--- config.mk ---
export PLATFORM = sky130hd
export DESIGN_NAME = floating_multiplication_flat
export DESIGN_NICKNAME = d
export VERILOG_FILES = /design/src/rtl/floating_multiplication_if.sv /design/src/rtl/floating_multiplication.sv /design/src/flat_wrapper.sv
export SDC_FILE = /design/constraint.sdc
export NUM_CORES = 2
export LEC_CHECK = 0
export ABC_AREA = 1
export CORE_ASPECT_RATIO = 0.6
export CORE_UTILIZATION = 45
export CTS_BUF_LIST = sky130_fd_sc_hd__clkbuf_8
export DETAILED_ROUTE_END_ITERATION = 8
export GPL_TIMING_DRIVEN = 0
export SETUP_SLACK_MARGIN = 0.02
export SLEW_MARGIN = 25
export SYNTH_ARGS = -nofsm -noshare
export SYNTH_HDL_FRONTEND = slang
export SYNTH_SLANG_ARGS = --single-unit
--- constraint.sdc ---
create_clock -name CLK -period 1.1 [get_ports CLK]
set_input_delay 0.165 -clock CLK [delete_from_list [all_inputs] [get_ports CLK]]
set_output_delay 0.165 -clock CLK [all_outputs]
set_load 0.01 [all_outputs]
--- src/rtl/floating_multiplication_if.sv ---
// Operand/result bundle for the binary32 multiplier.
// master drives operands, slave returns registered results.
interface floating_multiplication_if;
  logic        EN;
  logic [31:0] A;
  logic [31:0] B;
  logic [31:0] OUT_MUL;
  logic        zero;
  logic        infinity;
  logic        Flag_Mul;

  modport master (
    output EN,
    output A,
    output B,
    input  OUT_MUL,
    input  zero,
    input  infinity,
    input  Flag_Mul
  );

  modport slave (
    input  EN,
    input  A,
    input  B,
    output OUT_MUL,
    output zero,
    output infinity,
    output Flag_Mul
  );
endinterface

--- src/rtl/floating_multiplication.sv ---
// IEEE-754 binary32 multiplier, flush-to-zero, RNE rounding.
// Combinational datapath with a single output register stage.
module floating_multiplication (
  input logic                       CLK,
  input logic                       RST,
  floating_multiplication_if.slave  bus
);

  localparam logic [31:0] QNAN = 32'h7FC0_0000;

  logic        w_sa;
  logic        w_sb;
  logic        w_sign;
  logic [7:0]  w_ea;
  logic [7:0]  w_eb;
  logic [22:0] w_fa;
  logic [22:0] w_fb;

  logic        w_a_zero;
  logic        w_b_zero;
  logic        w_a_inf;
  logic        w_b_inf;
  logic        w_a_nan;
  logic        w_b_nan;
  logic        w_invalid;
  logic        w_any_inf;
  logic        w_any_zero;

  logic [23:0] w_ma;
  logic [23:0] w_mb;
  logic [47:0] w_prod;
  logic        w_hi;
  logic [22:0] w_frac;
  logic        w_guard;
  logic        w_sticky;
  logic        w_rup;
  logic [23:0] w_rnd;
  logic [22:0] w_frac_fin;

  logic signed [10:0] w_exp_raw;
  logic signed [10:0] w_exp_fin;
  logic        w_ovf;
  logic        w_unf;

  logic [31:0] w_out;
  logic        w_zero;
  logic        w_inf;

  logic [31:0] r_out;
  logic        r_zero;
  logic        r_inf;
  logic        r_flag;

  assign w_sa = bus.A[31];
  assign w_sb = bus.B[31];
  assign w_ea = bus.A[30:23];
  assign w_eb = bus.B[30:23];
  assign w_fa = bus.A[22:0];
  assign w_fb = bus.B[22:0];

  assign w_sign = w_sa ^ w_sb;

  // exponent 0 covers subnormals too: they flush to zero
  assign w_a_zero = (w_ea == 8'h00);
  assign w_b_zero = (w_eb == 8'h00);
  assign w_a_inf  = (w_ea == 8'hFF) && (w_fa == 23'h0);
  assign w_b_inf  = (w_eb == 8'hFF) && (w_fb == 23'h0);
  assign w_a_nan  = (w_ea == 8'hFF) && (w_fa != 23'h0);
  assign w_b_nan  = (w_eb == 8'hFF) && (w_fb != 23'h0);

  assign w_invalid = w_a_nan || w_b_nan ||
                     (w_a_inf && w_b_zero) ||
                     (w_b_inf && w_a_zero);
  assign w_any_inf  = w_a_inf || w_b_inf;
  assign w_any_zero = w_a_zero || w_b_zero;

  assign w_ma   = {1'b1, w_fa};
  assign w_mb   = {1'b1, w_fb};
  assign w_prod = 48'(w_ma) * 48'(w_mb);

  // product is in [1,4): at most one right shift
  assign w_hi = w_prod[47];

  always_comb begin
    w_frac   = w_prod[45:23];
    w_guard  = w_prod[22];
    w_sticky = |w_prod[21:0];
    if (w_hi) begin
      w_frac   = w_prod[46:24];
      w_guard  = w_prod[23];
      w_sticky = |w_prod[22:0];
    end
  end

  assign w_rup = w_guard & (w_sticky | w_frac[0]);
  assign w_rnd = {1'b0, w_frac} + 24'(w_rup);

  // carry out of rounding means significand became exactly 2.0
  assign w_frac_fin = w_rnd[23] ? 23'h0 : w_rnd[22:0];

  assign w_exp_raw = $signed({3'b000, w_ea}) +
                     $signed({3'b000, w_eb}) -
                     11'sd127;

  assign w_exp_fin = w_exp_raw +
                     $signed({10'd0, w_hi}) +
                     $signed({10'd0, w_rnd[23]});

  assign w_ovf = (w_exp_fin >= 11'sd255);
  assign w_unf = (w_exp_fin <= 11'sd0);

  always_comb begin
    w_out  = {w_sign, w_exp_fin[7:0], w_frac_fin};
    w_zero = 1'b0;
    w_inf  = 1'b0;
    if (w_invalid) begin
      w_out = QNAN;
    end else if (w_any_inf) begin
      w_out = {w_sign, 8'hFF, 23'h0};
      w_inf = 1'b1;
    end else if (w_any_zero) begin
      w_out  = {w_sign, 31'h0};
      w_zero = 1'b1;
    end else if (w_ovf) begin
      w_out = {w_sign, 8'hFF, 23'h0};
      w_inf = 1'b1;
    end else if (w_unf) begin
      w_out  = {w_sign, 31'h0};
      w_zero = 1'b1;
    end
  end

  always_ff @(posedge CLK or negedge RST) begin
    if (!RST) begin
      r_out  <= 32'h0;
      r_zero <= 1'b0;
      r_inf  <= 1'b0;
      r_flag <= 1'b0;
    end else if (bus.EN) begin
      r_out  <= w_out;
      r_zero <= w_zero;
      r_inf  <= w_inf;
      r_flag <= 1'b1;
    end else begin
      r_flag <= 1'b0;
    end
  end

  assign bus.OUT_MUL  = r_out;
  assign bus.zero     = r_zero;
  assign bus.infinity = r_inf;
  assign bus.Flag_Mul = r_flag;

endmodule

--- src/flat_wrapper.sv ---
// flat-port wrapper written by rule: the top's interface ports become plain ports
module floating_multiplication_flat 
  (CLK, RST, bus_EN, bus_A, bus_B, bus_OUT_MUL, bus_zero, bus_infinity, bus_Flag_Mul);
  floating_multiplication_if bus_i ();
  input logic CLK;
  input logic RST;
  input wire logic [$bits(bus_i.EN)-1:0] bus_EN;
  input wire logic [$bits(bus_i.A)-1:0] bus_A;
  input wire logic [$bits(bus_i.B)-1:0] bus_B;
  output wire logic [$bits(bus_i.OUT_MUL)-1:0] bus_OUT_MUL;
  output wire logic [$bits(bus_i.zero)-1:0] bus_zero;
  output wire logic [$bits(bus_i.infinity)-1:0] bus_infinity;
  output wire logic [$bits(bus_i.Flag_Mul)-1:0] bus_Flag_Mul;
  assign bus_i.EN = bus_EN;
  assign bus_i.A = bus_A;
  assign bus_i.B = bus_B;
  assign bus_OUT_MUL = bus_i.OUT_MUL;
  assign bus_zero = bus_i.zero;
  assign bus_infinity = bus_i.infinity;
  assign bus_Flag_Mul = bus_i.Flag_Mul;
  floating_multiplication u_core (.CLK(CLK), .RST(RST), .bus(bus_i));
endmodule
* After elaboration in Yosys (flattened, before gate mapping)
Index checks and enable logic that the tools add are counted.
** Cells by class
- Add/sub/neg operators :: 5
- Multipliers :: 1
- Order comparisons :: 2
- Eq/ne operators :: 2
- Multiplexer cells :: 19
- Bitwise operators :: 3
- Reductions and logical operators :: 19
** Operators by type and width (number)
- two-way mux 31 bit :: 4
- multiplier 24 x 24 -> 48 bit :: 1
- logical NOT 23 bit :: 2
- two-way mux 23 bit :: 2
- nonzero test 23 bit :: 2
- two-way mux 32 bit :: 1
- adder 23 x 1 -> 24 bit :: 1
- OR reduction 23 bit :: 1
- adder 11 x 2 -> 11 bit :: 2
- OR reduction 22 bit :: 1
- == test 8 bit (second input constant) :: 2
- logical NOT 8 bit :: 2
- two-way mux 1 bit :: 12
- greater-or-equal comparator 11 x 9 -> 1 bit (second input constant) :: 1
- <= comparator 11 x 1 -> 1 bit (second input constant) :: 1
- subtractor 11 x 8 -> 11 bit (second input constant) :: 1
- adder 8 x 8 -> 9 bit :: 1
- logical AND 1 bit :: 6
- logical OR 1 bit :: 5
- AND 1 bit :: 1
- OR 1 bit :: 1
- XOR 1 bit :: 1
** Storage, ports and cells
- Flip-flop bits (word level) :: 35
- Bits of input ports :: 67
- Output and inout port bits :: 35
- Word-level logic and storage cells :: 55

* Depth between registers and ports, before layout
- Word-level depth :: 13
- Gate-level depth with buffers :: 56
- Gate-level depth less buffers :: 53

* Least setup slack after synthesis
Ideal clock, no wire load.
- Kind :: input to register
- Start :: input port bus_B[3]
- End :: register u_core.r_out[0], in the netlist u_core.bus.OUT_MUL[0]
- Setup time :: 0.074 ns
- Arrival time :: 8.909 ns
- Setup slack :: -7.883 ns
- Stages :: 55
- Buffers on the path :: 4
- Path through :: clkbuf_1 -> clkbuf_1 -> nand2_1 -> fa_1 -> inv_1 -> fa_1 -> inv_1 -> fa_1 -> inv_1 -> fa_1 -> inv_1 -> fa_1 -> inv_1 -> fa_1 -> inv_1 -> fa_1 -> inv_1 -> ha_1 -> (+19 left out) -> nor2_4 -> nand2_4 -> inv_1 -> ha_1 -> inv_1 -> fa_1 -> or2_0 -> or2_1 -> nor2_1 -> nand2_1 -> xnor2_1 -> nor2_1 -> nand2_1 -> nand3_1 -> nor3_2 -> nand3_4 -> buf_12 -> o21ai_2
** On the way
- Word-level cells in the longest chain between the ends :: 13
** Ends and longest elaborated chain
- start: declaration :: RTL line flat_wrapper.sv:9 : input wire logic [$bits(bus_i.B)-1:0] bus_B;
- multiplier 24 x 24 -> 48 bit :: RTL line floating_multiplication.sv:79 : assign w_prod = 48'(w_ma) * 48'(w_mb);
- OR reduction 23 bit / OR reduction 22 bit (equally long branches) :: RTL line floating_multiplication.sv:91, floating_multiplication.sv:87
- two-way mux 1 bit :: RTL line floating_multiplication.sv:88 : if (w_hi) begin
- OR 1 bit :: RTL line floating_multiplication.sv:95 : assign w_rup = w_guard & (w_sticky | w_frac[0]);
- AND 1 bit :: RTL line floating_multiplication.sv:95
- adder 23 x 1 -> 24 bit :: RTL line floating_multiplication.sv:96 : assign w_rnd = {1'b0, w_frac} + 24'(w_rup);
- adder 11 x 2 -> 11 bit :: RTL line floating_multiplication.sv:106 : $signed({10'd0, w_hi}) +
- <= comparator 11 x 1 -> 1 bit :: RTL line floating_multiplication.sv:110 : assign w_unf = (w_exp_fin <= 11'sd0);
- two-way mux 31 bit :: RTL line floating_multiplication.sv:127 : end else if (w_unf) begin
- two-way mux 31 bit :: RTL line floating_multiplication.sv:124 : end else if (w_ovf) begin
- two-way mux 31 bit :: RTL line floating_multiplication.sv:121 : end else if (w_any_zero) begin
- two-way mux 31 bit :: RTL line floating_multiplication.sv:118 : end else if (w_any_inf) begin
- two-way mux 32 bit (*) :: RTL line floating_multiplication.sv:116 : if (w_invalid) begin
- end signal: assignment :: RTL line floating_multiplication.sv:140 : r_out <= w_out;
- end: declaration :: RTL line floating_multiplication.sv:49 : logic [31:0] r_out;
Every way passes the cells marked *; elsewhere a longest branch is shown, timed or not.
A chain may end at the register's enable or synchronous reset.

* Worst setup path in the final report
- Start :: input port bus_B[20]
- End :: register u_core.r_out[2], in the netlist u_core.bus.OUT_MUL[2]
The elaborated chain is that of the path after synthesis.

==> summary.md <==
| Metric | Value |
|---|---|
| Fillers | 4882 |
| Commonest non-fill, non-tap cell in the layout | inv_1 |
| Num rows | 65 |
| First-pass GRT wire length | 137000 µm |
| Starting density of the core | 0.458 |
| Post-DP HPWL | around 74000 µm |
| First drt pass iteration count | 9 |
| Crit path launch type | primary input |
| Fin. Hold Viols | 0 |
| CTS tree | yes |
| Placed Cells | 4206 |
| Mapped Avg Cell Area | 7.09 µm² |
| Core Util, Final | 0.580 |
| Initial antenna violation count | 3 |
| Worst r2r src | u_core.bus.OUT_MUL[27] |
| Number of synthesized flops with an enable pin | 0 |
| CTS sink cnt | 35 |
| # DRC | 16 |
| Worst Max-Slew Pin Slew | 858 ps |
| CTS root buffer | clkbuf_8 |
| Cells on worst reg2reg path | 3 |
| First DRT Iteration DRCs | 2692 |
| Max-cap violations | 0 |
| Max Fclk | between 0.1 and 0.15 GHz |
| Worst min path class | primary input to asynchronous set/reset pin |
| Largest net degree at the start of global routing | 30 |
| RSZ-0062 raised after global routing | true |
| Yosys warns | 0 |
| Tmin final | about 9200 ps |
| FF+latch count, synth | 35 |
| Core Box Area | 52800 µm² |
| Clk_skew | 0 ps |
| Max stage delay on crit path | 590 ps |
| Post-Syn Instances | 3410 |
| Routed Antenna Nets | 0 |
| R2R Path End | u_core.bus.OUT_MUL[27] |
| Finished Layout Cells | 4382 |
| Slew Limit Fails | 0 |
| Vias in the first global route | roughly 22000 |
| Number of distinct library cells after synthesis | 48 |
| Cell Area, Synth | 24200 µm² |
| CP Capture Point | u_core.bus.OUT_MUL[2] |
| Dpl ws | -10380 ps |
| Main synth FF type | dfrtp_1 |
| Relative slew slack | 0.423 |
| WP data required | 1340 ps |
| Vias post-DR | 22578 |
| Final setup viols | 34 |
| Mapped Nets | 4148 |
| Flop-to-flop setup slack | 290 ps |
| Share of cells above drive strength 1 | 0.192 |
| Die area | ~55000 µm² |
| Nets@finish | 4413 |
| Reg clk slew, reported paths | approximately 70 ps |
| Crit Path Max Fanout | 10 |
| Gr usage total | 0.343 |
| Status | finished with violations |
| Area grow syn2layout | 26.6% |
| Final Cycle Share | 8.33 |
| Critical Path Start | bus_B[20] |
| Clock buffer depth | 2 |
| Critical Path AT | 9400 ps |
| Total CTS buffers | 5 |
| Total Routed Length | 93300 µm |
| Critical path's slowest cell | fa_1 |
| Global placement routability congestion | 1.15 |
| Ports | about 100 |
| Sequential cell area fraction in the yosys report | 0.0362 |
| Chip Height | 182 µm |
| PortBufs | 92 |
| Worst setup EP type | flip-flop |
| Via/cell ratio | 5.15 |
| Async SR Flop Fraction | 1.00 |
| Design area | ~31000 µm² |
| Setup CP Type | primary input to flip-flop |
| Final global-route overflow total | 0 |
| Routed WL per cell | 21.3 µm |
| Placed cell area | 26500 µm² |
| H-tree Lvls | 2 |
| Most frequent cells in the layout | inv_1 (1015), nand2_1 (941), fa_1 (451) |
| Final setup margin | -8060 ps |
| Die Span X | around 300 µm |
| Violated checks | DRC, setup timing |
| Worst skew pair latency | about 310 ps |
[cells by family (layout without fill, tap and decap cells)]
group / Yosys count / after routing / synth area share
other cells: 0 / 3 / 0
flops: 35 / 35 / 0.0362
buf+inv: 1180 / 1446 / 0.186
compound gates: 105 / 105 / 0.0281
simple gates: 1367 / 1367 / 0.234
fa+ha+maj: 671 / 671 / 0.497
xor+xnor: 52 / 52 / 0.0188
[layout make-up]
class                   instances  area (µm²)  share of cell area
flip-flops and latches         35         876              0.0286
well taps                     703         880              0.0287
diodes                          3        7.51            0.000245
multi-input cells            2195       20000               0.654
inverters                    1070        4020               0.131
repair buffers                258        2570              0.0841
plain buffers                 110        2150              0.0702
clock inverters                 3        12.5            0.000409
clock buffers                   5        68.8             0.00225
[routing by layer]
metal  wire length [µm]  share of wire  up-vias  global-route usage
met3              17900           0.19      152               0.201
met5                245         0.0026        -                   0
met1              41400           0.44    10796               0.519
li1                   -              -    10141                   -
met2              32100           0.34     1485               0.411
met4               1810          0.019        4              0.0504
[synth_stat cells, types with 2 or more instances]
library cell  instances  area [µm²]
nor2_4                9         101
nand3_1              80         400
and2_0                2        12.5
dfrtp_1              35         876
or2_2                 2        12.5
o21ai_1               3        15.0
a31oi_1               2        12.5
nor4_1               15        93.8
nand3_2               2        20.0
and2_1                3        18.8
a21oi_2               2        17.5
fa_1                484        9690
or2_1                 2        12.5
xnor2_1              22         193
xor2_1               30         263
o21a_1                3        22.5
nand2_1            1035        3880
nor2_1              124         465
clkbuf_1            104         390
inv_1              1061        3980
a21o_1                3        22.5
o21ai_2              24         210
inv_2                 8        30.0
nand3b_1              5        37.5
nor3_1                9        45.0
o21ai_0              19        95.1
o21bai_1              6        45.0
nor2_2               14        87.6
a21oi_1              37         185
nand4_1              24         150
ha_1                187        2340
nand2_4               3        33.8
nand2_2              32         200
buf_6                 3        33.8
buf_12                2        40.0
o22ai_1               2        12.5
[how the worst min path moves through the flow]
stage / end / slack [ps] / from / cells past startpoint
after floorplan: u_core.bus.Flag_Mul / -130 / RST / 0
after detailed placement: u_core.bus.OUT_MUL[8] / 20 / RST / 1
after global placement: u_core.bus.OUT_MUL[19] / 470 / u_core.bus.OUT_MUL[19] / 2
after global routing: u_core.bus.OUT_MUL[8] / 240 / RST / 2
final: u_core.bus.OUT_MUL[5] / 230 / RST / 2
after CTS: u_core.bus.OUT_MUL[8] / 230 / RST / 2
[worst max-delay path, delay by kind of cell]
family          cells  cell delay, ps
compound gates      1             100
fa+ha+maj          10            4330
buf+inv            13            1320
simple gates       28            3240
xor+xnor            1             160
[per-stage QoR]
stage	TNS (ps)	hold slack, ps
floorplan	-239350	-131
global placement	-376670	469
detailed placement	-341460	18.7
CTS	-257530	226
global route	-270900	244
finish	-263690	231
[what timing repair did]
action,4_1_cts,5_1_grt
cloned,9,6
pin swaps,63,104
setup buffers,86,63
gates resized for setup,793,257
hold buffers,1,0
endpoints found under the setup margin,69,39
hold endpoints to repair,35,0
[sequential cells by signal, summed over array words and instances (netlist names)]
| register | flops |
|---|---|
| u_core.bus.Flag_Mul | 1 |
| u_core.bus.OUT_MUL | 32 |
| u_core.bus.infinity | 1 |
| u_core.bus.zero | 1 |
Power is left out: the tool's default activity adds up to more than one toggle a clock period on the data nets, which glitch-free logic cannot reach.
